### src/rtl/ks_datapath_gen2.sv
// K&S second-generation data path: PC, IR, register bank,
// four-operation ALU and registered flags.
module ks_datapath_gen2 #(
  parameter int DATA_W = 16,
  parameter int ADDR_W = 5,
  parameter int NREGS  = 4,
  localparam int REG_AW = $clog2(NREGS)
) (
  input  logic              clk,
  input  logic              rst,
  input  logic              pc_enable,
  input  logic              branch,
  input  logic              ir_enable,
  input  logic              addr_sel,
  input  logic              c_sel,
  input  logic [1:0]        operation,
  input  logic              write_reg_enable,
  input  logic              flags_reg_enable,
  input  logic [REG_AW-1:0] a_addr,
  input  logic [REG_AW-1:0] b_addr,
  input  logic [REG_AW-1:0] c_addr,
  input  logic [ADDR_W-1:0] mem_addr,
  input  logic [DATA_W-1:0] data_in,
  output logic [DATA_W-1:0] instruction,
  output logic [ADDR_W-1:0] pc,
  output logic [ADDR_W-1:0] ram_addr,
  output logic [DATA_W-1:0] data_out,
  output logic              zero_op,
  output logic              neg_op,
  output logic              unsigned_overflow,
  output logic              signed_overflow
);
  localparam int MSB = DATA_W - 1;

  logic [DATA_W-1:0] reg_q [NREGS];
  logic [DATA_W-1:0] reg_d [NREGS];
  logic [ADDR_W-1:0] pc_q, pc_d;
  logic [DATA_W-1:0] ir_q, ir_d;
  logic [3:0]        flags_q, flags_d;

  logic [DATA_W-1:0] bus_a, bus_b, bus_c;
  logic [DATA_W-1:0] alu_out;
  logic [DATA_W:0]   add_x, sub_x;
  logic              uovf, sovf;

  assign bus_a = reg_q[a_addr];
  assign bus_b = reg_q[b_addr];

  always_comb begin
    add_x = {1'b0, bus_a} + {1'b0, bus_b};
    sub_x = {1'b0, bus_a} + {1'b0, ~bus_b}
          + {{DATA_W{1'b0}}, 1'b1};
    alu_out = '0;
    uovf = 1'b0;
    sovf = 1'b0;
    unique case (operation)
      2'b00: begin
        alu_out = add_x[MSB:0];
        uovf = add_x[DATA_W];
        // carry into MSB recovered from the sum bit
        sovf = (bus_a[MSB] ^ bus_b[MSB] ^ alu_out[MSB])
             ^ add_x[DATA_W];
      end
      2'b01: alu_out = bus_a & bus_b;
      2'b10: alu_out = bus_a | bus_b;
      2'b11: begin
        alu_out = sub_x[MSB:0];
        uovf = ~sub_x[DATA_W];
        sovf = (bus_a[MSB] != bus_b[MSB])
            && (alu_out[MSB] != bus_a[MSB]);
      end
      default: alu_out = '0;
    endcase
  end

  assign bus_c = c_sel ? data_in : alu_out;

  always_comb begin
    pc_d = pc_q;
    ir_d = ir_q;
    flags_d = flags_q;
    for (int i = 0; i < NREGS; i++) reg_d[i] = reg_q[i];
    if (pc_enable)
      pc_d = branch ? mem_addr : pc_q + 1'b1;
    if (ir_enable) ir_d = data_in;
    if (flags_reg_enable)
      flags_d = {alu_out == '0, alu_out[MSB], uovf, sovf};
    if (write_reg_enable) reg_d[c_addr] = bus_c;
  end

  always_ff @(posedge clk) begin
    if (rst) begin
      pc_q <= '0;
      ir_q <= '0;
      flags_q <= '0;
      for (int i = 0; i < NREGS; i++) reg_q[i] <= '0;
    end else begin
      pc_q <= pc_d;
      ir_q <= ir_d;
      flags_q <= flags_d;
      for (int i = 0; i < NREGS; i++) reg_q[i] <= reg_d[i];
    end
  end

  assign instruction = ir_q;
  assign pc = pc_q;
  assign ram_addr = addr_sel ? mem_addr : pc_q;
  assign data_out = bus_a;
  assign zero_op = flags_q[3];
  assign neg_op = flags_q[2];
  assign unsigned_overflow = flags_q[1];
  assign signed_overflow = flags_q[0];
endmodule

### config.mk
export PLATFORM = sky130hd
export DESIGN_NAME = ks_datapath_gen2
export DESIGN_NICKNAME = d
export VERILOG_FILES = /design/src/rtl/ks_datapath_gen2.sv
export SDC_FILE = /design/constraint.sdc
export NUM_CORES = 1
export LEC_CHECK = 0
export ABC_AREA = 1
export BUFFER_PORTS_ARGS = -buffer_cell sky130_fd_sc_hd__buf_2
export CELL_PAD_IN_SITES_DETAIL_PLACEMENT = 0
export CELL_PAD_IN_SITES_GLOBAL_PLACEMENT = 2
export CORE_ASPECT_RATIO = 1.25
export CORE_MARGIN = 2
export CORE_UTILIZATION = 32
export DETAILED_ROUTE_END_ITERATION = 8
export HOLD_SLACK_MARGIN = 0.12
export PLACE_DENSITY_LB_ADDON = 0.1
export RECOVER_POWER = 25
export SETUP_SLACK_MARGIN = 0.05
export SLEW_MARGIN = 20
export SYNTH_ARGS = -nofsm -noshare
export SYNTH_HDL_FRONTEND = slang
export SYNTH_SLANG_ARGS = --single-unit
export TNS_END_PERCENT = 100
### constraint.sdc
create_clock -name clk -period 3.8 [get_ports clk]
set_input_delay 0.38 -clock clk [delete_from_list [all_inputs] [get_ports clk]]
set_output_delay 0.38 -clock clk [all_outputs]
set_load 0.005 [all_outputs]
### Word-level counts from Yosys, hierarchy flattened

Memory sizes are Yosys's and may differ from the RTL's.
Cells that the tools add are included.

* bits in registers: 25
* latch bits: 0
* bits in writable memories: 64
* bits in read-only memories: 0
* input port bits: 38
* output and inout bits: 46
* logic and storage cells: 48
* memories kept: 1

* $add $sub $neg: 4
* $mul: 0
* div/mod/pow operators: 0
* magnitude comparators: 2
* equality and inequality tests: 5
* shifts and indexed selects: 0
* muxes and demuxes: 17
* bitwise logic cells: 12
* reductions and logical operators: 4

Memory list
* reg_q: words 4, width 16, read ports 6, clocked after memory_dff 0, wr ports 4, line 35 `logic [DATA_W-1:0] reg_q [NREGS];`

Operators by type and width (count)
* $mux W16: 6
* $bwmux W64: 1
* $mux W64: 1
* $pmux W16 S4: 1
* $add A16 B16 Y17: 2
* $demux W16 S2: 1
* $add A17 B1 Y17 const B: 1
* $and A16 B16 Y16: 1
* $logic_not A16 Y1: 1
* $not A16 Y16: 1
* $or A16 B16 Y16: 1
* $mux W5: 2
* $add A5 B1 Y5 const B: 1
* $eq A2 B2 Y1 const B: 2
* $or A1 B1 Y1: 4
* $pmux W1 S2: 2
* $ge A3 B3 Y1 const B: 1
* $lt A3 B1 Y1 const B: 1
* $mux W1: 3
* $not A2 Y3: 1
* $xor A1 B1 Y1: 3
* $eq A2 B1 Y1 const B: 1
* $logic_and A1 B1 Y1: 2
* $logic_not A2 Y1: 1
* other kinds (2): 3

### Logic depth before layout (Yosys ltp)

Gate-level depths: netlist (run 1).
An unclocked memory read counts as a cell.

* word-level depth: 9
* gate-level depth with buffers: 24
* depth with buffers taken out: 22

### Worst setup path after synthesis (run 1)

Ideal clock, no wire load.

* path type: in2reg
* start: in a_addr[0]
* end: reg flags_q[3]
* library setup time: 67 ps
* arrival: 2904 ps
* data required time: 3733 ps
* setup slack: 829 ps
* cell stages on the path: 16
* path buffers: 2
* cells stage by stage: buf_2 buf_1 nand2_1 a32oi_1 inv_1 fa_1 xnor2_1 o21ai_0 nand3_1 nor2_1 nand3_1 nor2_1 nand3_1 nor2_1 nand3_1 a21oi_2

* longest elaborated chain between the ends: 5
* elaborated cells between the ends (all ways): 8

Ends and longest elaborated chain
* from (decl): line 19 `input logic [REG_AW-1:0] a_addr,`
* $mem_v2 Z4 W16 *
* via data_out[1]: line 27 `output logic [DATA_W-1:0] data_out,`
* $add A16 B16 Y17: line 51 `sub_x = {1'b0, bus_a} + {1'b0, ~bus_b}`
* $add A17 B1 Y17: line 52 `+ {{DATA_W{1'b0}}, 1'b1};`
* $pmux W16 S4 *: line 56 `unique case (operation)`
* $logic_not A16 Y1 *: line 87 `flags_d = {alu_out == '0, alu_out[MSB], uovf, sovf};`
* to (signal assigned): line 100 `flags_q <= flags_d;`
* to (decl): line 39 `logic [3:0] flags_q, flags_d;`

Mark *: on every way through the listed nets, which the timed path passes. The rest lies on a longest branch.
A chain may end at the register's enable or synchronous reset.

==> results.toml, run 1 <==
[yosys]
yosysMostFrequentCell = "nand2_1"
synthCells = 1195
ys_ff_latch = 89
synth_common_cells = "nand2_1 (231), inv_1 (194), nor2_1 (145), o21ai_0 (94), a21oi_1 (93)"
synth_flop_cell = "dfxtp_1"
synth_area_leaders = "dfxtp_1 (24%), nand2_1 (12%), inv_1 (9.9%), ha_1 (9.2%), nor2_1 (7.4%)"
synthArstFlopShare_pct = 0
syn_area_per_cell_um2 = 6.14
synth_area_leader_cell = "dfxtp_1"
syn_nets = 1289
syn_area_um2 = 7340
synth-edff-count = 0
synth-seq-area-share_pct = 24.3
ys_types = 40
synth_top_cell_area_share_pct = 24.3
yosysWarnings = 0

[global_routing]
grt_use_total_pct = 22.4
grt-ovfl-total = 0
use_met3_pct = 1.96
busiest_layer = "met2"
grt_pass1_vias = 7579
antenna_found_initial = 1
grt_pass1_wl_mm = 42.8
grt_use_met2_pct = 37.7
grt_max_degree = 63
gr-usage-met1_pct = 30.4

[clocking]
postCtsSetupBuffers = 0
cts.sinks = 89
cts_buffer_depth = 2
cts-resized-gates = 0
ctsHoldBuffers = 0
cts_buffers = 9
cts-htree-levels = 3
cts_tree = "done"
clkLatencyLatePin_ps = 350
clk_pin_slew_ps = 70
cts-root-buf = "clkbuf_16"

[hold_path]
hp-start = "flags_reg_enable"
hp-class = "in -> reg"
min_path_cells = 2
hold_end = "flags_q[2]$_SDFFE_PP0P_"

[route]
wl_per_cell_um = 17.5
vias_per_cell = 5.05
vias = 7918
dr.pass1.iters = 6
antenna_left = 0
initialDrtViolationCount = 561
drc = 0
routed_wl_mm = 27.5

[floorplan]
initial_core_util_pct = 32.8
dieArea_um2 = 24200
rows = 61
ioPinCount = 84
core-area_um2 = 22400
die_x_um = 139
die_y_um = 173

[sta]
hold_violations = 0
worst_slack_ps = 511
min_period_ps = 3290
maxSlewViolCount = 26
fin_crit_sh_pct = 86.6
tightest_slew_ps = 1500
tns_ps = 0
setup_viol_count_final = 0
max_freq_ghz = 0.304
rsz0062_at_grt = "false"
slew_headroom_pct = -0.109
finalClockSkew_ps = 7.07

[critical_path]
rrSetupSlack_ps = 580
r2r_cells = 15
r2r-end = "reg_q[3][13]$_SDFFE_PP0P_"
cp-start-kind = "input port"
critPathRequiredTime_ps = 4030
critPathKind = "in -> reg"
worstReg2RegStart = "reg_q[0][2]$_SDFFE_PP0P_"
endpoint_kind = "register"
arrival_ps = 3520
worst-path-max-fanout = 10

[pwr]
internal_power_mw = 1.94
p_comb_share_pct = 33.4
power_frac_clock_pct = 33.6
p_leak_nw = 4.21
vdd_ir_drop_max_uv = 214
seqPwrFrac_pct = 33.0
total_power_mw = 3.09
p_sw_share_pct = 37.2
power_density_nw_per_um2 = 359
p_sw_mw = 1.15

[run_status]
status = "finished with violations"
violations = "max-capacitance violations, max-slew violations"

[finish]
n_antenna_cell = 0
nets = 1373
area_delta_synth_final_pct = 17.2
final_cells = 1567
layout-drive-gt1-share_pct = 13.6

[placement]
portBuffers = 83
place.gp.congestion = 0.899
hpwlAfterDp_mm = 21.2
dpl.cell_count = 1551
place_ws_ps = 185

[job]
max_cap_violations = 1
[cell type report]
class	instances	area [um2]
fill	2523	13800
multi-input combinational	837	4520
sequential	89	1780
timing repair buffer	132	825
inverter	210	788
tap	283	354
clock buffer	10	239
clock inverter	6	97.6
[worst max-delay path, stage by stage]
cell     delay, ps
buf_2          230
buf_4          220
nand2_1         60
a32oi_1        370
inv_1          120
ha_1           510
nand2_1        160
nor3_1         380
o21ai_0        230
nand2_1        100
nand2_1         50
nand3_1        140
nand3_1        190
o21ai_1        260
a21oi_1        100
[stage by stage]
step / util [%] / hold slack [ps] / instance area, um2
finish: 38.5 / 271 / 8610
global route: 38.5 / 276 / 8610
CTS: 38.6 / 260 / 8630
detailed placement: 37.1 / 476 / 8290
global placement: 37.1 / 476 / 8290
floorplan: - / 460 / 7340
[routing by layer]
| layer | part of all wire [%] | routed length [um] | up-vias |
|---|---|---|---|
| met1 | 48 | 13200 | 3670 |
| met5 | 0 | 0 | - |
| met4 | 2.1 | 587 | 0 |
| li1 | - | - | 4029 |
| met2 | 47 | 12800 | 189 |
| met3 | 3.1 | 864 | 30 |
[kinds of logic after synthesis]
| logic type | Yosys count | synth area share [%] |
|---|---|---|
| and+or+nand+nor | 489 | 27.7 |
| AOI/OAI and AO/OA | 289 | 23.6 |
| buffers and inverters | 269 | 14.3 |
| DFF | 89 | 24.3 |
| adders and majority gates | 56 | 9.75 |
| xor gates and xnor gates | 2 | 0.239 |
| muxes | 1 | 0.136 |
[power groups by stage]
| stage | clock, mW | sequential, mW | combinational [mW] |
|---|---|---|---|
| final | 1.04 | 1.02 | 1.03 |
| after global routing | 1.10 | 1.03 | 1.16 |
| after CTS | 1.06 | 1.02 | 1.03 |
| after detailed placement | 0 | 1.04 | 1.03 |
| after global placement | 0 | 1.04 | 1.03 |
| after floorplan | 0 | 1.03 | 0.659 |
[registers in the layout, summed over array words and instances, names as in the netlist]
name	cells
flags_q	4
instruction	16
pc	5
reg_q	64
[cell usage in the layout, fill, tap and decap left out, drive strengths merged, types with 2 or more instances in the layout]
cell / count
a21oi: 100
nand4: 8
clkinv: 5
fa: 2
o211ai: 13
bufinv: 2
inv: 209
o21bai: 21
nand2: 238
ha: 54
o21ai: 107
clkbuf: 26
a211oi: 10
buf: 116
nor3: 11
a32oi: 32
dfxtp: 89
nand3: 80
nor2: 151
[worst max path at each step]
stage,startpoint,to,slack [ps]
floorplan,a_addr[0],flags_q[3]$_SDFFE_PP0P_,830
global placement,b_addr[0],reg_q[0][5]$_SDFFE_PP0P_,190
detailed placement,b_addr[0],reg_q[0][5]$_SDFFE_PP0P_,180
CTS,b_addr[0],reg_q[3][5]$_SDFFE_PP0P_,550
global route,b_addr[0],reg_q[3][5]$_SDFFE_PP0P_,230
finish,b_addr[0],reg_q[3][13]$_SDFFE_PP0P_,510
Note: power is estimated with default switching activity, not from simulation.
==> run 2, diff against run 1 <==
--- a/config.mk
+++ b/config.mk
@@ -8,14 +8,11 @@
 export ABC_AREA = 1
 export BUFFER_PORTS_ARGS = -buffer_cell sky130_fd_sc_hd__buf_2
-export CELL_PAD_IN_SITES_DETAIL_PLACEMENT = 0
-export CELL_PAD_IN_SITES_GLOBAL_PLACEMENT = 2
 export CORE_ASPECT_RATIO = 1.25
 export CORE_MARGIN = 2
-export CORE_UTILIZATION = 32
+export CORE_UTILIZATION = 53
 export DETAILED_ROUTE_END_ITERATION = 8
 export HOLD_SLACK_MARGIN = 0.12
-export PLACE_DENSITY_LB_ADDON = 0.1
+export PLACE_DENSITY = 0.73
 export RECOVER_POWER = 25
-export SETUP_SLACK_MARGIN = 0.05
 export SLEW_MARGIN = 20
 export SYNTH_ARGS = -nofsm -noshare
==> constraint.sdc (replaced) <==
create_clock -name clk -period 3.8 [get_ports clk]
set_input_delay 0.38 -clock clk [delete_from_list [all_inputs] [get_ports clk]]
set_output_delay 0.38 -clock clk [all_outputs]
set_load 0.05 [all_outputs]
==> run 2 against run 1 <==
  * The flow now finishes without violations
  * Critical path depth rose by 2
  * Final cell count shrank 8.4%
  * Non-clock buffer count is 23 lower
  * Fmax up 3.3%
  * Register-to-register slack gained 110 ps
  * Final area decreased by 4.5%
  * Power shrank 1.8%
  * Count of clock-buffer cells in the layout did not move
  * Die area shrank 39%
  * Largest cell class unchanged
  * Largest power group is now combinational cells
  * Highest routed layer unchanged
==> results.toml, run 2 (synthesis results as in run 1) <==
[clocking]
cts-resized-gates = 0
cts-htree-levels = 3
cts_tree = "done"
postCtsSetupBuffers = 0
cts.sinks = 89
clk_pin_slew_ps = 70
cts_buffers = 9
cts-root-buf = "clkbuf_16"
clkLatencyLatePin_ps = 360
cts_buffer_depth = 2
ctsHoldBuffers = 0

[finish]
layout_commonest_cell = "nand2_1"
max_flop_register = "reg_q"
layout-drive-gt1-share_pct = 11.2
regArea_um2 = 1780
nets = 1350
n_antenna_cell = 0
fill_cells = 1390
layout_common_cells = "nand2_1 (231), inv_1 (194), nor2_1 (145), o21ai_0 (94), a21oi_1 (93)"
final_cells = 1436
area_delta_synth_final_pct = 12.0
largest_register_ffs = 64
multiInputGateArea_um2 = 4520

[sta]
tns_ps = 0
rsz0062_at_grt = "false"
worst_slack_ps = 616
hold_violations = 0
hold_ws_ps = 266
fin_crit_sh_pct = 83.8
min_period_ps = 3180
finalClockSkew_ps = 13.2
max_freq_ghz = 0.314
maxSlewViolCount = 0
tightest_slew_ps = 1390
slew_headroom_pct = 7.21
setup_viol_count_final = 0

[critical_path]
critPathKind = "in -> reg"
cp_cell_sequence = "buf_2 -> buf_4 -> nand2_1 -> a32oi_1 -> inv_1 -> ha_1 -> inv_2 -> o21bai_1 -> a21boi_0 -> nand3_1 -> nand2_1 -> nand3_1 -> nand2_1 -> nand3_1 -> nor2_1 -> nand3_1 -> a21oi_2"
cp_slowest_stage_delay_ps = 440
critPathMostFrequentCell = "nand3_1"
cp-start-kind = "input port"
worst-path-max-fanout = 30
crit_buf_inv = 4
critPathRequiredTime_ps = 4080
cp_slowest_cell = "ha_1"
arrival_ps = 3460
endpoint_kind = "register"
crit_family = "compound AO/OA/AOI/OAI gates"

[pwr]
p_leak_nw = 4.02
power_density_nw_per_um2 = 369
vdd_ir_drop_max_uv = 335

[floorplan]
ioPinCount = 84
die_x_um = 109
core-area_um2 = 13700
initial_core_util_pct = 53.6
die_y_um = 136
rows = 48
dieArea_um2 = 14800

[route]
wl_per_cell_um = 15.5
drc = 0
routed_wl_mm = 22.3
vias_per_cell = 5.48
initialDrtViolationCount = 780
dr.pass1.iters = 5
antenna_left = 0
vias = 7875

[placement]
dpl.cell_count = 1420
portBuffers = 83
hpwlAfterDp_mm = 17.3
place_ws_ps = 304
place.gp.congestion = 1.01

[global_routing]
use_met3_pct = 3.32
grt_pass1_wl_mm = 35.8
grt_use_met2_pct = 49.6
grt-ovfl-total = 0
grt_pass1_vias = 7104
grt_max_degree = 63
antenna_found_initial = 0
gr-usage-met1_pct = 41.8
busiest_layer = "met2"
grt_use_total_pct = 30.8

[job]
max_cap_violations = 0

[run_status]
status = "finished clean"

[hold_path]
hp-class = "in -> reg"
## run 2: cell type report
class / instances / share of cell area, %
Multi-Input combinational cell: 837 / 55.0
Sequential cell: 89 / 21.7
Inverter: 210 / 9.59
Timing Repair Buffer: 109 / 7.30
Clock buffer: 10 / 2.91
Tap cell: 175 / 2.66
Clock inverter: 6 / 0.883
## run 2: per-stage QoR
stage	power (mW)	cell area (um2)	util [%]
global placement	2.08	7950	58.0
finish	3.04	8220	60.1
global route	3.19	8220	60.1
floorplan	1.81	7340	-
detailed placement	2.09	7950	58.0
CTS	3.04	8260	60.3
## run 2: layer usage
layer / up-vias / share of wire [%]
li1: 3973 / -
met1: 3558 / 45
met2: 294 / 46
met3: 50 / 5.8
met4: 0 / 3.1
met5: - / 0
## run 2: where the power goes
group	switching (mW)	total, mW	internal [mW]
combinational	0.753	1.06	0.310
sequential	0.0376	1.02	0.986
clock	0.416	0.952	0.536
## run 2: final timing paths
check	to	cells past startpoint	from	slack (ps)
setup / recovery	flags_q[3]$_SDFFE_PP0P_	17	a_addr[0]	620
hold / removal	instruction[11]$_SDFFE_PP0P_	3	data_in[11]	270
setup reg to reg	flags_q[3]$_SDFFE_PP0P_	17	reg_q[0][0]$_SDFFE_PP0P_	690
hold reg to reg	flags_q[1]$_SDFFE_PP0P_	2	flags_q[1]$_SDFFE_PP0P_	470
## run 2: worst register-to-register path, delay by kind of cell, from the launching register on
family                     cells  cell delay, ps
and+or+nand+nor                8             760
adders and majority gates      2             720
xor gates and xnor gates       1             140
DFF                            1             340
buffers and inverters          3             200
AOI/OAI and AO/OA              3             860
==> run 3, diff against run 2 <==
Settings changed: PLACE_DENSITY 0.73 to 0.76.
Clock period 3.8 ns to 2.56 ns, I/O delays scaled along.
==> run 3 against run 2 <==
  * The flow now finishes with violations (negative setup slack)
  * First-iteration DRC count down 3.8%
  * Final area grew 37%
  * Via count grew 18%
  * Sequential share of layout area down 5.8 points
  * Clock skew shrank 1.6 ps
  * Setup slack got worse by 810 ps
  * Count of clock-buffer cells in the layout unchanged
  * Power grew 87%
  * Critical path type is now reg -> reg
  * Critical endpoint unchanged
  * Largest cell class unchanged
==> results.toml, run 3 (synthesis results as in run 1) <==
[critical_path]
arrival_ps = 3050
critPathRequiredTime_ps = 2850
cp_cell_sequence = "inv_2 -> nor2_2 -> inv_2 -> a32oi_4 -> inv_2 -> ha_4 -> inv_4 -> fa_2 -> nand2_1 -> o21ai_1 -> a21oi_1 -> mux2i_1 -> nor2_1 -> nand3_1 -> nor2_1 -> nand3_1 -> nor2_1 -> nand3_1 -> a21oi_2"
crit_family = "simple AND/OR/NAND/NOR gates"
critPathKind = "reg -> reg"
cp_slowest_cell = "fa_2"
cp_slowest_stage_delay_ps = 430
endpoint_kind = "register"
cp-start-kind = "register"
worst-path-max-fanout = 2
crit_buf_inv = 4

[route]
wl_met1_mm = 11.4
wl_per_cell_um = 17.8
route.met3.wl_mm = 2.37
initialDrtViolationCount = 750
vias_per_cell = 5.75
drc = 0
antenna_left = 0
vias = 9326
wl_met2_mm = 13.7
routed_wl_mm = 28.9
dr.pass1.iters = 5
highest_layer = "met4"

[finish]
final_util_pct = 82.6
area_delta_synth_final_pct = 54.0
layout_common_cells = "buf_4 (193), nand2_1 (180), inv_1 (159), nor2_1 (125), buf_2 (81)"
largest_register_ffs = 64
layout_commonest_cell = "buf_4"
layout-drive-gt1-share_pct = 42.3
fill_cells = 871
n_antenna_cell = 0
design_area_um2 = 11300
nets = 1535
final_cells = 1621
max_flop_register = "reg_q"

[pwr]
vdd_ir_drop_max_uv = 574
p_sw_share_pct = 39.9
p_leak_nw = 5.33
internal_power_mw = 3.42
power_density_nw_per_um2 = 504
seqPwrFrac_pct = 26.8
p_sw_mw = 2.27
power_frac_clock_pct = 26.3
p_comb_share_pct = 46.9

[global_routing]
grt_max_degree = 65
grt-ovfl-total = 0
grt_pass1_wl_mm = 42.9
grt_pass1_vias = 8616
grt_use_total_pct = 36.8
antenna_found_initial = 0

[sta]
maxSlewViolCount = 0
worst_slack_ps = -195
rsz0062_at_grt = "true"
min_period_ps = 2750
slew_headroom_pct = 22.1
setup_viol_count_final = 47
hold_ws_ps = 139
hold_violations = 0
fin_crit_sh_pct = 108
max_freq_ghz = 0.363
tightest_slew_ps = 1170
finalClockSkew_ps = 11.6

[clocking]
cts.sinks = 89
cts-root-buf = "clkbuf_16"
cts-htree-levels = 3
clk_pin_slew_ps = 70
clkLatencyLatePin_ps = 350
cts_buffers = 9
ctsHoldBuffers = 0
cts_tree = "done"
cts_buffer_depth = 2

[placement]
place.gp.congestion = 1.04
dpl_cell_area_um2 = 9610
place_ws_ps = -637
hpwlAfterDp_mm = 19.7
portBuffers = 83
dpl.cell_count = 1580

[floorplan]
dieArea_um2 = 14800
die_x_um = 109
ioPinCount = 84
initial_core_util_pct = 53.6
die_y_um = 136
rows = 48
core-area_um2 = 13700

[run_status]
status = "finished with violations"
violations = "negative setup slack"

[job]
max_cap_violations = 0

[hold_path]
hp-class = "in -> reg"
==> run 3: stage by stage <==
stage / power (mW) / setup TNS, ps
final: 5.69 / -3510
after global routing: 5.94 / -13310
after CTS: 5.32 / -365
after detailed placement: 3.60 / -27500
after global placement: 3.57 / -23490
after floorplan: 2.81 / -6080
==> run 3: final timing paths <==
| path | from | end | slack (ps) | cells after the start |
|---|---|---|---|---|
| worst max-delay path | reg_q[0][0]$_SDFFE_PP0P_ | flags_q[3]$_SDFFE_PP0P_ | -190 | 19 |
| worst min-delay path | data_in[11] | instruction[11]$_SDFFE_PP0P_ | 140 | 3 |
| worst max register to register | reg_q[0][0]$_SDFFE_PP0P_ | flags_q[3]$_SDFFE_PP0P_ | -190 | 19 |
| worst min register to register | flags_q[0]$_SDFFE_PP0P_ | flags_q[0]$_SDFFE_PP0P_ | 470 | 2 |
==> run 3: what timing repair did <==
action | CTS | global route
gates resized for setup | 143 | 155
setup endpoints to repair | 61 | 65
pin swaps | 57 | 79
endpoints found under the hold margin | 0 | 0
setup buffers | 12 | 16
==> run 3: worst min-delay path: cells and delay by family <==
kind	cells	cell delay [ps]
buf+inv	1	90
simple gates	2	120
==> run 3: final cells by class <==
| cell class | count | area [um2] | share of cell area [%] |
|---|---|---|---|
| clock buffers | 10 | 239 | 2.11 |
| clock inverters | 6 | 95.1 | 0.841 |
| inverters | 210 | 803 | 7.11 |
| multi-input cells | 837 | 6060 | 53.6 |
| flip-flops and latches | 89 | 1800 | 15.9 |
| well taps | 175 | 219 | 1.94 |
| repair buffers | 294 | 2090 | 18.5 |
==> run 3: power groups by stage <==
stage,Clock [mW],Combinational (mW),Sequential (mW)
floorplan,0,1.19,1.62
global placement,0,2.03,1.54
detailed placement,0,2.05,1.55
CTS,1.49,2.31,1.52
global route,1.56,2.84,1.53
finish,1.50,2.67,1.53
==> run 3: per-layer routing <==
layer	global-route usage (%)	up-vias
met5	0	-
li1	-	4355
met4	19.9	0
met2	59.9	498
met1	45.6	4352
met3	6.64	121
